File: src/rtl/router_src_ctrl.sv
`default_nettype none
// ============================================================================
//  Module   : router_src_ctrl
//  Purpose  : Ingress controller for the router source port. Accepts packets
//             (header, len payload bytes, parity byte) and steers every byte
//             into the per-channel FIFO selected by the header. It drives
//             backpressure, checks parity, flags bad packets and counts parity
//             errors plus dropped packets in a saturating counter.
//  Ports    : clk        - clock, rising edge
//             rstn       - asynchronous active-low reset
//             din        - packet byte from source
//             pkt_valid  - din valid; byte taken when pkt_valid && !busy
//             busy       - backpressure to source (combinational)
//             error      - registered; last packet bad (parity / bad dest)
//             fifo_full  - per-channel FIFO full
//             fifo_empty - per-channel FIFO empty
//             wr_en      - per-channel FIFO write strobe (one-hot or zero)
//             wr_data    - FIFO write data
//             pkt_done   - registered 1-cycle pulse on packet completion
//             err_cnt    - saturating count of parity errors plus drops
//  Revision : 1.0 - initial release
// ============================================================================
module router_src_ctrl #(
    parameter int DATA_W = 8,
    parameter int N_CH   = 3,
    parameter int CNT_W  = 16
) (
    input  logic              clk,
    input  logic              rstn,
    input  logic [DATA_W-1:0] din,
    input  logic              pkt_valid,
    output logic              busy,
    output logic              error,
    input  logic [N_CH-1:0]   fifo_full,
    input  logic [N_CH-1:0]   fifo_empty,
    output logic [N_CH-1:0]   wr_en,
    output logic [DATA_W-1:0] wr_data,
    output logic              pkt_done,
    output logic [CNT_W-1:0]  err_cnt
);

    localparam int ADDR_W = $clog2(N_CH);
    localparam int LEN_W  = DATA_W - ADDR_W;

    // Channel count widened by one bit so that an out-of-range destination
    // compares correctly even when N_CH is not a power of two.
    localparam logic [ADDR_W:0] c_num_ch = (ADDR_W+1)'(N_CH);

    typedef enum logic [2:0] {
        S_IDLE       = 3'd0,
        S_WAIT_EMPTY = 3'd1,
        S_PAYLOAD    = 3'd2,
        S_PARITY     = 3'd3,
        S_CHECK      = 3'd4,
        S_DROP       = 3'd5
    } state_t;

    state_t              r_state;
    state_t              w_next_state;

    logic [DATA_W-1:0]   r_hdr;
    logic [LEN_W-1:0]    r_cnt;
    logic [DATA_W-1:0]   r_parity;
    logic                r_mismatch;
    logic                r_error;
    logic                r_pkt_done;
    logic [CNT_W-1:0]    r_err_cnt;

    logic [ADDR_W-1:0]   w_hdr_dest;
    logic [LEN_W-1:0]    w_hdr_len;
    logic                w_hdr_dest_ok;
    logic                w_hdr_empty;
    logic [ADDR_W-1:0]   w_dest;
    logic                w_dest_full;
    logic                w_dest_empty;
    logic                w_busy;
    logic                w_accept;
    logic [N_CH-1:0]     w_wr_en;
    logic [DATA_W-1:0]   w_wr_data;

    // Address to one-hot channel select; out-of-range addresses decode to 0.
    function automatic logic [N_CH-1:0] dec_ch(input logic [ADDR_W-1:0] a);
        logic [N_CH-1:0] sel;
        sel = '0;
        for (int i = 0; i < N_CH; i++) begin
            if (a == ADDR_W'(i)) begin
                sel[i] = 1'b1;
            end
        end
        return sel;
    endfunction

    assign w_hdr_dest    = din[ADDR_W-1:0];
    assign w_hdr_len     = din[DATA_W-1:ADDR_W];
    assign w_hdr_dest_ok = ({1'b0, w_hdr_dest} < c_num_ch);
    assign w_hdr_empty   = |(dec_ch(w_hdr_dest) & fifo_empty);

    // The held header always carries a valid destination once past IDLE.
    assign w_dest        = r_hdr[ADDR_W-1:0];
    assign w_dest_full   = |(dec_ch(w_dest) & fifo_full);
    assign w_dest_empty  = |(dec_ch(w_dest) & fifo_empty);

    // ------------------------------------------------------------------------
    // Backpressure
    // ------------------------------------------------------------------------
    always_comb begin
        w_busy = 1'b0;
        case (r_state)
            S_WAIT_EMPTY,
            S_CHECK:      w_busy = 1'b1;
            S_PAYLOAD,
            S_PARITY:     w_busy = w_dest_full;
            default:      w_busy = 1'b0;
        endcase
    end

    // Gating with rstn keeps a byte offered during reset from being written.
    assign w_accept = rstn & pkt_valid & ~w_busy;

    // ------------------------------------------------------------------------
    // State register
    // ------------------------------------------------------------------------
    always_ff @(posedge clk or negedge rstn) begin
        if (!rstn) begin
            r_state <= S_IDLE;
        end else begin
            r_state <= w_next_state;
        end
    end

    // ------------------------------------------------------------------------
    // Next state and combinational write path
    // ------------------------------------------------------------------------
    always_comb begin
        w_next_state = r_state;
        w_wr_en      = '0;
        w_wr_data    = din;
        case (r_state)
            S_IDLE: begin
                if (w_accept) begin
                    if (!w_hdr_dest_ok) begin
                        w_next_state = S_DROP;
                    end else if (!w_hdr_empty) begin
                        w_next_state = S_WAIT_EMPTY;
                    end else begin
                        w_wr_en      = dec_ch(w_hdr_dest);
                        w_next_state = (w_hdr_len != '0) ? S_PAYLOAD : S_PARITY;
                    end
                end
            end
            S_WAIT_EMPTY: begin
                // The held header goes out from the register, not from din.
                if (w_dest_empty) begin
                    w_wr_en      = dec_ch(w_dest);
                    w_wr_data    = r_hdr;
                    w_next_state = (r_cnt != '0) ? S_PAYLOAD : S_PARITY;
                end
            end
            S_PAYLOAD: begin
                if (w_accept) begin
                    w_wr_en = dec_ch(w_dest);
                    if (r_cnt == LEN_W'(1)) begin
                        w_next_state = S_PARITY;
                    end
                end
            end
            S_PARITY: begin
                if (w_accept) begin
                    w_wr_en      = dec_ch(w_dest);
                    w_next_state = S_CHECK;
                end
            end
            S_CHECK: begin
                w_next_state = S_IDLE;
            end
            S_DROP: begin
                if (!pkt_valid) begin
                    w_next_state = S_IDLE;
                end
            end
            default: begin
                w_next_state = S_IDLE;
            end
        endcase
    end

    // ------------------------------------------------------------------------
    // Datapath: header, length counter, parity, status and error counter
    // ------------------------------------------------------------------------
    always_ff @(posedge clk or negedge rstn) begin
        if (!rstn) begin
            r_hdr      <= '0;
            r_cnt      <= '0;
            r_parity   <= '0;
            r_mismatch <= 1'b0;
            r_error    <= 1'b0;
            r_pkt_done <= 1'b0;
            r_err_cnt  <= '0;
        end else begin
            r_pkt_done <= 1'b0;
            case (r_state)
                S_IDLE: begin
                    if (w_accept) begin
                        r_hdr    <= din;
                        r_cnt    <= w_hdr_len;
                        r_parity <= din;
                        // A new header clears the previous verdict unless
                        // the header itself is already bad.
                        r_error  <= ~w_hdr_dest_ok;
                        if (!w_hdr_dest_ok && (r_err_cnt != '1)) begin
                            r_err_cnt <= r_err_cnt + 1'b1;
                        end
                    end
                end
                S_PAYLOAD: begin
                    if (w_accept) begin
                        r_parity <= r_parity ^ din;
                        r_cnt    <= r_cnt - 1'b1;
                    end
                end
                S_PARITY: begin
                    if (w_accept) begin
                        r_mismatch <= (din != r_parity);
                    end
                end
                S_CHECK: begin
                    r_error    <= r_mismatch;
                    r_pkt_done <= 1'b1;
                    if (r_mismatch && (r_err_cnt != '1)) begin
                        r_err_cnt <= r_err_cnt + 1'b1;
                    end
                end
                default: begin
                end
            endcase
        end
    end

    assign busy     = w_busy;
    assign wr_en    = w_wr_en;
    assign wr_data  = w_wr_data;
    assign error    = r_error;
    assign pkt_done = r_pkt_done;
    assign err_cnt  = r_err_cnt;

endmodule
`default_nettype wire
File: config.mk
export PLATFORM = sky130hd
export DESIGN_NAME = router_src_ctrl
export DESIGN_NICKNAME = d
export VERILOG_FILES = /design/src/rtl/router_src_ctrl.sv
export SDC_FILE = /design/constraint.sdc
export NUM_CORES = 1
export LEC_CHECK = 0
export CORE_MARGIN = 2
export CORE_UTILIZATION = 55
export DETAILED_ROUTE_END_ITERATION = 10
export PLACE_DENSITY = 0.83
export SLEW_MARGIN = 10
export SYNTH_ARGS = -nofsm -noshare
export SYNTH_HDL_FRONTEND = slang
export SYNTH_SLANG_ARGS = --single-unit
File: constraint.sdc
create_clock -name clk -period 3.8 [get_ports clk]
set_clock_uncertainty 0.05 [all_clocks]
set_input_delay 0.95 -clock clk [delete_from_list [all_inputs] [get_ports clk]]
set_output_delay 0.95 -clock clk [all_outputs]
set_load 0.005 [all_outputs]
Word-level counts from Yosys, hierarchy flattened. Cells that the tools add are included.

Magnitude comparators: 1. $add $sub $neg: 2. Multiplexer cells: 39. Reductions and logical operators: 21. Eq/ne operators: 20. Bitwise gates (word level): 8.

Operators with widths (count): 16-bit two-way mux (3); 3-bit two-way mux (12); 8-bit two-way mux (4); 16-bit one-hot mux with 2 select lines (1); 16-bit by 1-bit adder with 16-bit output (second input constant) (1); 16-bit inequality test (second input constant) (1); 2-bit inequality test (second input constant) (8); 8-bit one-hot mux with 2 select lines (1); 3-bit one-hot mux with 5 select lines (1); 6-bit two-way mux (2); 6-bit one-hot mux with 2 select lines (1); 6-bit nonzero test (2); 1-bit two-way mux (10); 3-bit bitwise AND (3); 3-bit one-hot mux with 3 select lines (1); 3-bit OR reduction (3); 8-bit inequality test (1); 8-bit bitwise XOR (1); 3-bit by 2-bit == test with 1-bit output (second input constant) (2); 3-bit == test (second input constant) (2); 6-bit by 1-bit == test with 1-bit output (second input constant) (1); 2-bit AND reduction (3); 6-bit AND reduction (1); 6-bit by 1-bit subtractor with 6-bit output (second input constant) (1); other kinds (16) (25).

Word-level logic and storage cells: 99. Output and inout bits: 30. Register bits: 44. Bits of input ports: 17.

Longest topological paths before layout.
Depth after elaboration: 9. Mapped depth: 7. Mapped depth without buffers: 6.

Worst setup path before layout. Ideal clock, no wire load.

Path type: in2out. Start point: input port pkt_valid. End point: output port wr_en[2]. Stages: 5. Path buffers: 2. Required time: 2.800 ns. Arrival: 1.903 ns. Path slack: 0.897 ns. Cells stage by stage: nand4bb_1 -> nand2b_1 -> clkbuf_1 -> buf_1 -> o22ai_1.

Word-level cells in the longest chain between the ends: 4. Elaborated cells between the ends (all ways): 5. Those cells by class: 3 x mux; 2 x bitwise.

RTL lines: from (decl) (line 31) `input logic pkt_valid,`; 1-bit bitwise AND * (2 in series) (line 118) `assign w_accept = rstn & pkt_valid & ~w_busy;`; 3-bit two-way mux (on tied branches) (line 168, 140); 3-bit one-hot mux with 3 select lines * (line 138) `case (r_state)`; to (decl) (line 36) `output logic [N_CH-1:0] wr_en,`.

Every way passes the cells marked *; elsewhere a longest branch is shown, timed or not.

Final worst setup path.
Start point: input port fifo_empty[0]. End point: output port wr_en[2].

Word-level cells in the longest chain between the ends: 6. Elaborated cells between the ends (all ways): 9. Those cells by class: 5 x mux; 2 x bitwise; 2 x reduce/logical.

RTL lines: from (decl) (line 35) `input logic [N_CH-1:0] fifo_empty,`; 3-bit bitwise AND (line 96) `assign w_hdr_empty = |(dec_ch(w_hdr_dest) & fifo_empty);`; 3-bit OR reduction (line 96); 3-bit two-way mux (line 143) `end else if (!w_hdr_empty) begin`; 3-bit two-way mux (line 141) `if (!w_hdr_dest_ok) begin`; 3-bit two-way mux (line 140) `if (w_accept) begin`; 3-bit one-hot mux with 3 select lines * (line 138).

Marked as above.

==> out/results.ini <==
[outcome]
status=finished clean

[logic_synthesis]
syn_inst=281
avgSynthCellArea_um2=9.66
synth.area.top_cells=dfrtp_1, xor2_1, nand2_1
synth_common_cells=dfrtp_1, nand2_1, xor2_1
yosys_register_bits=44
synth_nets=301
syn-cell-area_mm2=0.00271
yosys_most_used_dff=dfrtp_1
yosysMostFrequentCell=dfrtp_1
ys_warn_count=0
yosys.area.top_type_share=0.406
async_flop_share=1.00
yosysUniqueCellTypes=58
synth-seq-area-share=0.406
yosys.area.top_type=dfrtp_1
synth_edf_count=0

[sta]
rsz0062_at_grt=no
setup_viol=0
hold_violations=0
setup_tns_ns=0
whs_ns=0.436
slew_headroom=0.625
fin_crit_sh=0.985
post-route-min-period_ns=3.74
fmax_mhz=267
final.setup.worst_slack_ns=0.0561
slew_violations=0
worst_pin_slew_ns=0.558

[setup_path]
critPathLaunchType=input pin
crit_cells=7
cp.required_ns=2.80
critical_path_class=in -> out
r2r_slack_ns=1.53
endpoint=wr_en[2]
crit_chain=clkdlybuf4s50_1, mux2i_1, o21ai_2, buf_4, a32oi_2, o22ai_1, clkdlybuf4s50_1
r2r_start=r_state[0]
endpoint_kind=primary output
crit_path_frequent_cell=clkdlybuf4s50_1
cp_slowest_cell=clkdlybuf4s50_1
crit_start=fifo_empty[0]
reg2regPathDepth=5
cp_max_fo=3
crit_buf_inv=3
cpPeakStageDelay_ns=0.53
cpLargestDelayFamily=buffers and inverters
r2r_end=err_cnt[15]
arrival_ns=2.74

[layout]
fillers=399
layout.nets=354
drive_gt1_frac=0.156
syn2layout_area_growth_pct=25.4
multiInputGateArea_mm2=0.00154
fin_cells=401
seq_area_mm2=0.00110
diodes=0
fin_area_mm2=0.00340
final_core_util=0.716

[drt]
vias=2426
routed_wl_um=6690
drtIter0Drc=277
avgRoutedWirePerCell_um=16.7
drc=0
antenna_left=0
via_per_inst=6.05
dr.pass1.iters=4

[floorplan]
die_h_um=74.2
ios=47
initial_core_util=0.571
fp.dieArea_mm2=0.00551
core_mm2=0.00475
fp.dieW_um=74.2
rows=25

[worst_hold_path]
holdPathStages=2
hold_class=reg -> reg

[global_route]
grt.overflow.total=0
grt_max_degree=38
grt_use_total=0.257
grt_pass1_wl_um=10900
grt_pass1_vias=2226
antenna_found_initial=0

[placed_design]
placed_area_mm2=0.00327
io_buffers=46
dp_cells=393
dp_worst_setup_slack_ns=-0.0856
gp_congestion=0.871
dp_hpwl_um=4730

[clocking]
cts_buffers=5
clock_sinks=44
clkTransAtPathRegs_ns=0.08
clock_latency_ns=0.30
cts_tree=done
clockBufferDepth=2
cts_htree_levels=2
cts_root_buffer=clkbuf_8

[power]
finalPower_mw=1.95
ir_drop_mv=0.377
p_leak_nw=1.43
p_per_area_mw_per_mm2=573

[run]
cap_violations=0

-- worst reg2reg max path: stages (launching register included) --
cell       delay, ns
dfrtp_1         0.38
buf_4           0.17
nand4bb_1       0.27
o31a_1          0.51
nor4_1          0.41
mux2_2          0.38
-- state kept, by name, summed over array words and instances, names as in the netlist --
name / count
r_cnt: 6
r_state: 3
r_mismatch: 1
error: 1
r_hdr: 8
pkt_done: 1
r_parity: 8
err_cnt: 16
-- power breakdown --
group / internal [mW] / switching (mW) / leakage, nW
clock network: 0.162 / 0.153 / 0.0503
registers: 0.599 / 0.163 / 0.527
logic: 0.447 / 0.425 / 0.850
-- worst min-delay path by stage --
| stage | endpoint | slack [ns] | startpoint |
|---|---|---|---|
| after floorplan | r_hdr[3] | 0.39 | r_hdr[3] |
| after global placement | r_hdr[6] | 0.41 | r_hdr[6] |
| after detailed placement | r_hdr[5] | 0.42 | r_hdr[5] |
| after CTS | r_hdr[5] | 0.44 | r_hdr[5] |
| after global routing | r_hdr[5] | 0.46 | r_hdr[5] |
| final | r_hdr[5] | 0.44 | r_hdr[5] |
-- layer usage --
metal	routed length [µm]	GRT usage	vias to the layer above	share of wire
met5	0	0	-	0
li1	-	-	1152	-
met2	3070	0.372	109	0.46
met3	411	0.0501	17	0.061
met1	3020	0.373	1148	0.45
met4	197	0.121	0	0.029
-- cell type report --
cell class                      count  area share
Clock buffer                        7      0.0283
Inverter                            7     0.00772
Multi-Input combinational cell    216       0.451
Sequential cell                    44       0.324
Tap cell                           67      0.0246
Timing Repair Buffer               60       0.164
-- cells in the final DEF, fill, tap and decap left out, drive strengths merged, types with 2 or more instances in the layout --
cell and n:
nand4 5, or3 4, o311a 2, nand3 10, clkdlybuf4s50 44, a21o 8
nor3 10, xor2 20, o31ai 3, o2bb2ai 4, o221a 8, clkbuf 7
o41ai 2, and2 2, o31a 2, nand2b 7, ha 3, nand3b 3
nor2 5, nand4bb 2, dfrtp 44, buf 15, mux2 12, o211ai 5
o21ai 11, nor4 9, nor3b 4, a21oi 8, nand2 40, mux2i 4
a31oi 2, and3 3, inv 7
-- timing repair --
| action | CTS | global route |
|---|---|---|
| pin swaps | 2 | 5 |
| resized for setup | 3 | 5 |
| endpoints found under the setup margin | 8 | 9 |
| hold buffers | 0 | 0 |
| buffers inserted | 0 | 1 |
| endpoints found under the hold margin | 0 | 0 |
-- cell families (layout without fill, tap and decap cells) --
group,after synthesis,in the layout,synth area share
compound gates,64,64,0.180
buf+inv,21,74,0.0396
fa+ha+maj,3,3,0.0138
xor+xnor,21,21,0.0678
mux,16,16,0.0659
flops,44,44,0.406
simple gates,112,112,0.227
(Power assumes the default switching activity.)
